===== config.mk =====
export PLATFORM = sky130hd
export DESIGN_NAME = aes_inv_key_sched
export DESIGN_NICKNAME = d
export VERILOG_FILES = /design/src/rtl/aes_pkg.sv /design/src/rtl/aes_sbox.sv /design/src/rtl/aes_inv_key_sched.sv
export SDC_FILE = /design/constraint.sdc
export NUM_CORES = 2
export LEC_CHECK = 0
export ABC_AREA = 0
export CORE_ASPECT_RATIO = 2
export CORE_MARGIN = 10
export CORE_UTILIZATION = 55
export CTS_BUF_LIST = sky130_fd_sc_hd__clkbuf_2 sky130_fd_sc_hd__clkbuf_4 sky130_fd_sc_hd__clkbuf_8
export DETAILED_ROUTE_END_ITERATION = 12
export GPL_TIMING_DRIVEN = 0
export PLACE_DENSITY_LB_ADDON = 0.1
export SYNTH_ARGS = -nofsm -noshare
export SYNTH_HDL_FRONTEND = slang
export SYNTH_SLANG_ARGS = --single-unit

===== constraint.sdc =====
create_clock -name clk -period 14.42 [get_ports clk]
set_clock_uncertainty 0.2 [all_clocks]
set_input_delay 2.884 -clock clk [delete_from_list [all_inputs] [get_ports clk]]
set_output_delay 2.884 -clock clk [all_outputs]
set_load 0.01 [all_outputs]

===== src/rtl/aes_pkg.sv =====
// Shared AES definitions for the key-schedule slice.
// Provides the round count, the 128-bit block type, the key-schedule FSM state
// type and the round-constant lookup.
package aes_pkg;

   localparam int unsigned NR    = 10;
   localparam int unsigned BLK_W = 128;

   typedef logic [BLK_W-1:0] aes_block_t;

   typedef enum logic [1:0] {
      IDLE   = 2'd0,
      EXPAND = 2'd1,
      READY  = 2'd2,
      STREAM = 2'd3
   } aes_ks_state_t;

   // Rcon[1..10]; other indices never reach the datapath and return zero.
   function automatic logic [7:0] aes_rcon(input logic [3:0] rnd);
      logic [7:0] rc;
      case (rnd)
         4'd1:    rc = 8'h01;
         4'd2:    rc = 8'h02;
         4'd3:    rc = 8'h04;
         4'd4:    rc = 8'h08;
         4'd5:    rc = 8'h10;
         4'd6:    rc = 8'h20;
         4'd7:    rc = 8'h40;
         4'd8:    rc = 8'h80;
         4'd9:    rc = 8'h1b;
         4'd10:   rc = 8'h36;
         default: rc = 8'h00;
      endcase
      return rc;
   endfunction

endpackage


===== src/rtl/aes_sbox.sv =====
// Forward AES S-box, purely combinational.
// Ports: data_i - input byte, data_o - substituted byte.
// Built as GF(2^8) inversion (x^254) followed by the affine transform, which
// avoids hand-maintaining a 256-entry table.
module aes_sbox (
   input  logic [7:0] data_i,
   output logic [7:0] data_o
);

   // Multiply in GF(2^8) modulo x^8+x^4+x^3+x+1.
   function automatic logic [7:0] gf_mul(input logic [7:0] a, input logic [7:0] b);
      logic [7:0] p;
      logic [7:0] aa;
      p  = 8'h00;
      aa = a;
      for (int i = 0; i < 8; i++) begin
         if (b[i]) p = p ^ aa;
         aa = {aa[6:0], 1'b0} ^ (aa[7] ? 8'h1b : 8'h00);
      end
      return p;
   endfunction

   // x^254 = x^-1 for x != 0, and maps 0 to 0 as the S-box requires.
   function automatic logic [7:0] gf_inv(input logic [7:0] x);
      logic [7:0] sq;
      logic [7:0] acc;
      sq  = x;
      acc = 8'h01;
      for (int i = 1; i < 8; i++) begin
         sq  = gf_mul(sq, sq);
         acc = gf_mul(acc, sq);
      end
      return acc;
   endfunction

   logic [7:0] inv;

   always_comb begin
      inv    = gf_inv(data_i);
      data_o = inv ^ {inv[6:0], inv[7]} ^ {inv[5:0], inv[7:6]}
             ^ {inv[4:0], inv[7:5]} ^ {inv[3:0], inv[7:4]} ^ 8'h63;
   end

endmodule


===== src/rtl/aes_inv_key_sched.sv =====
// Iterative AES-128 key schedule feeding the decryption datapath.
// Expands key_in into RK0..RK10 (one round per clock), stores them, then
// streams them RK10..RK0 over a valid/ready handshake.
// Ports:
//   clk, rst          - clock, async active-high reset
//   key_in, key_load  - cipher key and load strobe (highest priority)
//   key_ready         - all round keys present in the store
//   start_dec         - request one reverse stream (honoured only in READY)
//   rk_out, rk_idx    - current round key and its index
//   rk_valid/rk_ready - stream handshake; rk_last marks the RK0 beat
module aes_inv_key_sched #(
   parameter int unsigned NR = 10
) (
   input  logic         clk,
   input  logic         rst,
   input  logic [127:0] key_in,
   input  logic         key_load,
   output logic         key_ready,
   input  logic         start_dec,
   output logic [127:0] rk_out,
   output logic [3:0]   rk_idx,
   output logic         rk_valid,
   input  logic         rk_ready,
   output logic         rk_last
);

   import aes_pkg::*;

   aes_ks_state_t state_q, state_d;
   logic [3:0]    cnt_q, cnt_d;
   logic [3:0]    idx_q, idx_d;
   aes_block_t    cur_q, cur_d;
   aes_block_t    store_q [0:NR];

   logic          st_we;
   logic [3:0]    st_addr;
   aes_block_t    st_wdata;

   logic          key_ready_d, rk_valid_d, rk_last_d;
   logic [3:0]    rk_idx_d;
   aes_block_t    rk_out_d;

   // Round step on the most recently written key.
   logic [31:0]   w3_rot, sub_w, t_w;
   logic [31:0]   nw0, nw1, nw2, nw3;
   aes_block_t    next_rk;

   assign w3_rot = {cur_q[23:0], cur_q[31:24]};

   for (genvar g = 0; g < 4; g++) begin : g_subword
      aes_sbox u_sbox (
         .data_i (w3_rot[8*g +: 8]),
         .data_o (sub_w[8*g +: 8])
      );
   end

   always_comb begin
      t_w     = sub_w ^ {aes_rcon(cnt_q), 24'h000000};
      nw0     = cur_q[127:96] ^ t_w;
      nw1     = cur_q[95:64]  ^ nw0;
      nw2     = cur_q[63:32]  ^ nw1;
      nw3     = cur_q[31:0]   ^ nw2;
      next_rk = {nw0, nw1, nw2, nw3};
   end

   // Next-state, store write port and next output values.
   always_comb begin
      state_d  = state_q;
      cnt_d    = cnt_q;
      idx_d    = idx_q;
      cur_d    = cur_q;
      st_we    = 1'b0;
      st_addr  = cnt_q;
      st_wdata = next_rk;

      case (state_q)
         EXPAND: begin
            st_we = 1'b1;
            cur_d = next_rk;
            cnt_d = cnt_q + 4'd1;
            if (cnt_q == 4'(NR)) state_d = READY;
         end
         READY: begin
            if (start_dec) begin
               state_d = STREAM;
               idx_d   = 4'(NR);
            end
         end
         STREAM: begin
            if (rk_valid && rk_ready) begin
               if (idx_q == 4'd0) state_d = READY;
               else               idx_d   = idx_q - 4'd1;
            end
         end
         default: ;
      endcase

      // A load overrides whatever the current state decided.
      if (key_load) begin
         state_d  = EXPAND;
         cnt_d    = 4'd1;
         cur_d    = key_in;
         st_we    = 1'b1;
         st_addr  = 4'd0;
         st_wdata = key_in;
      end

      key_ready_d = (state_d == READY) || (state_d == STREAM);
      rk_valid_d  = (state_d == STREAM);
      rk_out_d    = '0;
      rk_idx_d    = 4'd0;
      rk_last_d   = 1'b0;
      // Store is never written while streaming, so reading at idx_d is safe.
      if (state_d == STREAM) begin
         rk_out_d  = store_q[idx_d];
         rk_idx_d  = idx_d;
         rk_last_d = (idx_d == 4'd0);
      end
   end

   // Control and output registers.
   always_ff @(posedge clk or posedge rst) begin
      if (rst) begin
         state_q   <= IDLE;
         cnt_q     <= 4'd0;
         idx_q     <= 4'd0;
         cur_q     <= '0;
         key_ready <= 1'b0;
         rk_valid  <= 1'b0;
         rk_last   <= 1'b0;
         rk_idx    <= 4'd0;
         rk_out    <= '0;
      end else begin
         state_q   <= state_d;
         cnt_q     <= cnt_d;
         idx_q     <= idx_d;
         cur_q     <= cur_d;
         key_ready <= key_ready_d;
         rk_valid  <= rk_valid_d;
         rk_last   <= rk_last_d;
         rk_idx    <= rk_idx_d;
         rk_out    <= rk_out_d;
      end
   end

   // Round-key store; deliberately not reset.
   always_ff @(posedge clk) begin
      if (st_we) store_q[st_addr] <= st_wdata;
   end

endmodule


# == Word-level counts from Yosys, hierarchy flattened ==
# Memories as Yosys holds them, arrays and structs flattened.
# Index checks and enable logic that the tools add are counted.
# totals
n_memories,2
output_inout_bits,135
ff_bits,273
ram_bits,1408
inputBits,133
elab_cells,1640
mem_bits_ro,128
# op_classes
add_sub_neg,2
n_bitwise,781
mux,835
n_reduce_logical,5
n_eq_ne,6
# mem_list
memory,depth,word_bits,read_ports,rd_clocked_by_memory_dff,wr,line,source
store_q,11,128,1,0,1,aes_inv_key_sched.sv:33,aes_block_t store_q [0:NR];
(name not given),16,8,1,0,0,aes_pkg.sv:21,case (rnd)
# ops
operator,count
$xor A8 B8 Y8,744
$mux W8,420
$mux W5,368
$mux W128,4
$xor A32 B32 Y32,5
$mux W4,11
$mux W7,4
$not A1 Y1 const A,28
$mux W6,4
$mux W2,9
$not A4 Y4,4
$mux W3,4
$mux W1,9
$eq A2 B2 Y1 const B,4
$logic_not A4 Y1,2
$pmux W4 S2,1
$pmux W2 S3,1
$add A4 B1 Y4 const B,1
$eq A4 B4 Y1 const B,1
$sub A4 B1 Y4 const B,1
$eq A2 B1 Y1 const B,1
$reduce_bool A2 Y1,1
$logic_and A1 B1 Y1,1
$logic_or A1 B1 Y1,1

# == Depth between registers and ports, before layout ==
# depth
word_depth,139
ltp_mapped,67
depth_no_buf,56

# == Cells and area by module ==
# From an unflattened synthesis, not the netlist that was laid out.
# unflattened
hier_cells,11953
area_unflattened_um2,126301.1
# modules_own_cells
mod,cells_each,instances,area_each_um2,seq_area_each_um2
aes_inv_key_sched,4185,1,65417.7,49112.1
aes_sbox,1942,4,15220.8,0.0

# == Worst setup path before layout ==
# No wires, ideal clock.
# synth_timing
path_kind,register -> register
startpoint,register cur_q[23]
endpoint,"memory store_q[0][61] (netlist name), data pin"
t_arrival_ns,15.015
synth_period_minus_slack_ns,15.506
slack_ns,-1.086
required_time_ns,13.928
path_stages_with_launch,62
setup_ns,0.292
path_buffers,11
cell_sequence,dfrtp_1 -> ha_1 -> buf_4 -> nand2_1 -> xor2_1 -> inv_2 -> clkbuf_1 -> clkbuf_1 -> ha_1 -> buf_1 -> inv_1 -> nor2_1 -> xnor2_1 -> xnor2_1 -> inv_1 -> buf_2 -> buf_1 -> ha_1 -> [26 not listed] -> xnor3_1 -> buf_2 -> nor2_1 -> xnor2_1 -> xnor2_1 -> xnor3_1 -> xor2_1 -> xnor2_2 -> xor2_1 -> nor2_1 -> xnor2_1 -> xnor2_1 -> xnor3_1 -> xnor2_2 -> xor3_2 -> xnor3_2 -> xnor2_2 -> o21ai_0
# synth_via
elab_chain_len,134
elab_cells_between_ends,391
cone_classes,mux: 200; bitwise: 191
# synth_rtl
item,line,source
from (decl),aes_inv_key_sched.sv:32,"aes_block_t cur_q, cur_d;"
from (signal assigned),aes_inv_key_sched.sv:137,cur_q <= cur_d;
$mux W5 / $mux W8 (equally long branches),"aes_sbox.sv:18, aes_sbox.sv:17",
$xor A8 B8 Y8 (on tied branches),"aes_sbox.sv:18, aes_sbox.sv:17",
$xor A8 B8 Y8 / $mux W8 (equally long branches),aes_sbox.sv:17,if (b[i]) p = p ^ aa;
$mux W8 / $xor A8 B8 Y8 (equally long branches),aes_sbox.sv:17,
$xor A8 B8 Y8 / $mux W8 (equally long branches),aes_sbox.sv:17,
$mux W8 / $xor A8 B8 Y8 (equally long branches),aes_sbox.sv:17,
$xor A8 B8 Y8 / $mux W8 (equally long branches),aes_sbox.sv:17,
$mux W8 / $xor A8 B8 Y8 (equally long branches),aes_sbox.sv:17,
[118 not listed],n/a,
$xor A8 B8 Y8,aes_sbox.sv:41,"^ {inv[4:0], inv[7:5]} ^ {inv[3:0], inv[7:4]} ^ 8'h63;"
$xor A8 B8 Y8 *,aes_sbox.sv:41,
$not A4 Y4 (no line) *,n/a,
$xor A32 B32 Y32 *,aes_inv_key_sched.sv:58,"t_w = sub_w ^ {aes_rcon(cnt_q), 24'h000000};"
$xor A32 B32 Y32 *,aes_inv_key_sched.sv:59,nw0 = cur_q[127:96] ^ t_w;
$xor A32 B32 Y32 *,aes_inv_key_sched.sv:60,nw1 = cur_q[95:64] ^ nw0;
$xor A32 B32 Y32 *,aes_inv_key_sched.sv:61,nw2 = cur_q[63:32] ^ nw1;
$mux W128 *,aes_inv_key_sched.sv:99,if (key_load) begin
to (decl),aes_inv_key_sched.sv:33,
# Mark *: on every way between the ends. The rest lies on a longest branch, timed or not.

# == Final worst setup path ==
# layout_timing
startpoint,register cur_q[23]
endpoint,"memory store_q[2][30] (netlist name), data pin"
# layout_via
elab_chain_len,135
elab_cells_between_ends,392
cone_classes,mux: 200; bitwise: 192
# layout_rtl
item,line,source
$mux W5,aes_sbox.sv:18,"aa = {aa[6:0], 1'b0} ^ (aa[7] ? 8'h1b : 8'h00);"
$xor A8 B8 Y8,aes_sbox.sv:18,
$xor A8 B8 Y8,aes_sbox.sv:17,
$mux W8,aes_sbox.sv:17,
$xor A8 B8 Y8,aes_sbox.sv:17,
$mux W8,aes_sbox.sv:17,
$xor A8 B8 Y8,aes_sbox.sv:17,
$mux W8,aes_sbox.sv:17,
[119 not listed],n/a,
$xor A8 B8 Y8 *,aes_sbox.sv:41,
$not A4 Y4 (no line) *,n/a,
$xor A32 B32 Y32 *,aes_inv_key_sched.sv:58,
$xor A32 B32 Y32 *,aes_inv_key_sched.sv:59,
$xor A32 B32 Y32 *,aes_inv_key_sched.sv:60,
$xor A32 B32 Y32 *,aes_inv_key_sched.sv:61,
$xor A32 B32 Y32 *,aes_inv_key_sched.sv:62,nw3 = cur_q[31:0] ^ nw2;
$mux W128 *,aes_inv_key_sched.sv:99,
# Marked as above.

==> summary.txt <==
Placement
  • Pre-CTS setup slack: -6.13 ns
  • I/O Buffers: 267
  • RePlAce Congestion: 1.01
  • DPL Wire Length: roughly 350 mm
  • Post-DP Area: ~130,000 µm²

Final layout
  • Most common cell after layout, fill and taps aside: nand2_1
  • Share of cells above drive strength 1: 0.224
  • Fill count: approximately 17,000
  • Register area: about 49,000 µm²
  • Synth-to-Final Area Change: 25.4%
  • Final #Nets: 14,200
  • Final Util: 0.694
  • Multi-input gate area in the final layout: 80,300 µm²
  • Final Cell Area: about 150,000 µm²
  • Most frequent cells in the layout: nand2_1 (2,253), edfxtp_1 (1,408), xnor2_1 (1,202)

Floorplan
  • Initial Util: 0.553
  • Num ports: 268
  • Die Y-Extent: 690 µm
  • DIE WIDTH: about 350 µm
  • Rows: about 250
  • CORE AREA: 223,000 µm²
  • DIE AREA: between 200,000 and 250,000 µm²

STA
  • Worst slew margin: -0.0930
  • Final setup violation count: around 1,500
  • Unrepaired setup endpoints after global routing: true
  • Final hold violation count: 0
  • Fmax: about 64 MHz
  • Final slew viol count: 51
  • Fin worst setup slack: -1.09 ns
  • Fin Hold WS: between 0.2 and 0.3 ns
  • Slew @ Worst Pin: 1.64 ns
  • Tmin final: approximately 16 ns
  • Post-route clock period utilization: 1.08

Drt
  • DRC: 0
  • Via/cell ratio: 6.27
  • Per-cell routed wire length: roughly 28 µm
  • Vias: ~110k
  • Total wire length: ~480 mm
  • Pre-Repair DR Iteration Count: 7
  • Antenna Nets Post-Route: 0
  • Initial DRC count: approximately 10,000

Setup path
  • Critical path launch point type: register
  • R2R cell count: 63
  • Reg2reg setup slack: -1.09 ns
  • Max incr delay on CP: between 0.5 and 0.6 ns
  • CP max stage cell: xnor3_2
  • CP Data Required Time: 14.91 ns
  • Top cell by count, worst path: xnor2_4
  • Arr. time, crit path: between 15 and 20 ns
  • Max FO, Critical Path: 10
  • RR Startpoint: cur_q[23]
  • Crit end category: register
  • Path type of the worst setup path: register to register
  • Worst r2r dst: store_q[2][30]

Logic synthesis
  • Ys Warns: 0
  • Syn_area_per_cell: between 9 and 10 µm²
  • Synthesized cell area: 123,000 µm²
  • Number of synthesized flops with an enable pin: around 1,400
  • Seq/Total Area, Yosys: 0.398
  • Flops & latches, synth: ~1,700
  • Syn_nets: 12,800
  • Synth Flop Type: edfxtp_1
  • Mapped Cells: between 10,000 and 15,000
  • Ys async rst share: 0.162
  • Cell variety after synth: about 120

Global route
  • Grt ovf: 0
  • Initial antenna violation count: 60
  • Gr usage total: 0.379
  • Largest net degree at the start of global routing: 98
  • Vias in the first global route: ~110k
  • Global-route wire length before repair: 696 mm

Clocking
  • Sink Count: between 1,500 and 2,000
  • CTS max path bufs: 4
  • Clock tree from TritonCTS: done
  • Clk Latency, worst-skew pair: between 0.9 and 1 ns
  • H-Tree Depth: 4
  • Root buf cell: clkbuf_8
  • Total CTS buffers: ~210
  • Clk slew on worst S/H paths: roughly 0.080 ns

Run
  • Maxcap violations: 5

Run status
  • Violated checks: max-capacitance violations, max-slew violations, negative setup slack
  • Status: finished, violations left

Min path
  • Hold Crit Endpoint: cur_q[103]
  • Hold Path Class: register to register
  • WHS Path Cells: 2
  • Hold Crit Start: cur_q[103]
-- cell usage after synthesis (26+ instances only) --
cell | number | area, µm²
nand2b_1 | 58 | 363
buf_1 | 60 | 225
xor2_1 | 488 | 4270
dfrtp_1 | 273 | 6830
xnor3_1 | 404 | 9100
a22oi_1 | 56 | 420
nand2_1 | 2276 | 8540
a21oi_1 | 578 | 2890
buf_4 | 28 | 210
o21ai_0 | 367 | 1840
nor3_1 | 188 | 941
o21ai_1 | 50 | 250
xnor3_2 | 32 | 761
xnor2_1 | 1557 | 13600
mux2_2 | 159 | 1790
nor2b_1 | 61 | 382
inv_1 | 99 | 372
buf_2 | 140 | 701
xor3_1 | 40 | 951
mux2i_1 | 216 | 2160
a311oi_1 | 142 | 1240
nor4_1 | 29 | 181
xnor2_2 | 92 | 1500
and3_1 | 173 | 1080
o221ai_1 | 36 | 315
or2_2 | 27 | 169
o31ai_1 | 30 | 225
o211ai_1 | 59 | 443
o22ai_1 | 111 | 694
nand3_1 | 414 | 2070
a211oi_1 | 320 | 2400
clkbuf_1 | 632 | 2370
nor2_1 | 1148 | 4310
o21a_1 | 30 | 225
or3_1 | 38 | 238
ha_1 | 26 | 325
a31oi_1 | 205 | 1280
edfxtp_1 | 1408 | 42300
a221oi_1 | 39 | 342
and2_1 | 53 | 332
-- repair_timing --
item | 4_1_cts | 5_1_grt
setup buffers | 693 | 172
pin swaps | 538 | 154
hold buffers | 0 | 0
gates resized for setup | 1599 | 352
hold endpoints to repair | 0 | 0
endpoints found under the setup margin | 1536 | 1536
gates cloned | 11 | 2
-- metal layers --
metal | vias to the layer above | track usage | part of all wire
li1 | 47300 | - | -
met1 | 52500 | 0.369 | 0.31
met2 | 5876 | 0.682 | 0.50
met3 | 2164 | 0.0820 | 0.083
met4 | 34 | 0.310 | 0.10
met5 | - | 0 | 0.00045
-- flip-flops by register name, summed over array words and instances (netlist names) --
name / flops
store_q: 1408
rk_last: 1
cur_q: 128
rk_valid: 1
rk_out: 128
idx_q: 4
state_q: 2
cnt_q: 4
key_ready: 1
rk_idx: 4
-- worst max-delay path by stage --
stage | startpoint | end | slack (ns) | depth (start not counted)
detailed placement | cur_q[7] | store_q[4][40] | -6.13 | 58
global route | cur_q[23] | store_q[1][30] | -1.33 | 61
CTS | cur_q[23] | store_q[6][28] | -1.13 | 61
global placement | key_load | store_q[8][10] | -8.87 | 6
floorplan | cur_q[7] | store_q[0][13] | -0.04 | 53
finish | cur_q[23] | store_q[2][30] | -1.09 | 63
-- worst max-delay path: cells and delay by family, from the launching register on --
kind            cells  cell delay [ns]
buf+inv            15             2.17
xor+xnor           29             7.87
simple gates        4             0.70
flops               1             0.40
compound gates      9             2.23
fa+ha+maj           2             0.58
mux                 4             1.03
-- metrics by stage --
stage | std cells | TNS [ns]
after floorplan | 12600 | -0.864
after CTS | 17000 | -476.11
after detailed placement | 15900 | -7375.22
after global placement | 15800 | -
after global routing | 17200 | -1370.64
final | 17200 | -727.56
-- cell type report --
cell class / instances / area share
well taps: 2964 / 0.0240
plain buffers: 851 / 0.0299
flip-flops and latches: 1681 / 0.318
multi-input cells: 9941 / 0.519
inverters: 125 / 0.00349
clock buffers: 308 / 0.0248
diodes: 30 / 0.000485
clock inverters: 73 / 0.00440
repair buffers: 1225 / 0.0759
-- kinds of logic after synthesis --
group                      synth area share
buffers and inverters                0.0328
and+or+nand+nor                       0.157
xor gates and xnor gates              0.254
DFF                                   0.398
AOI/OAI and AO/OA                     0.122
muxes                                0.0332
adders and majority gates           0.00288
Power is left out: the tool's default activity adds up to more than one toggle a clock period on the data nets, which glitch-free logic cannot reach.
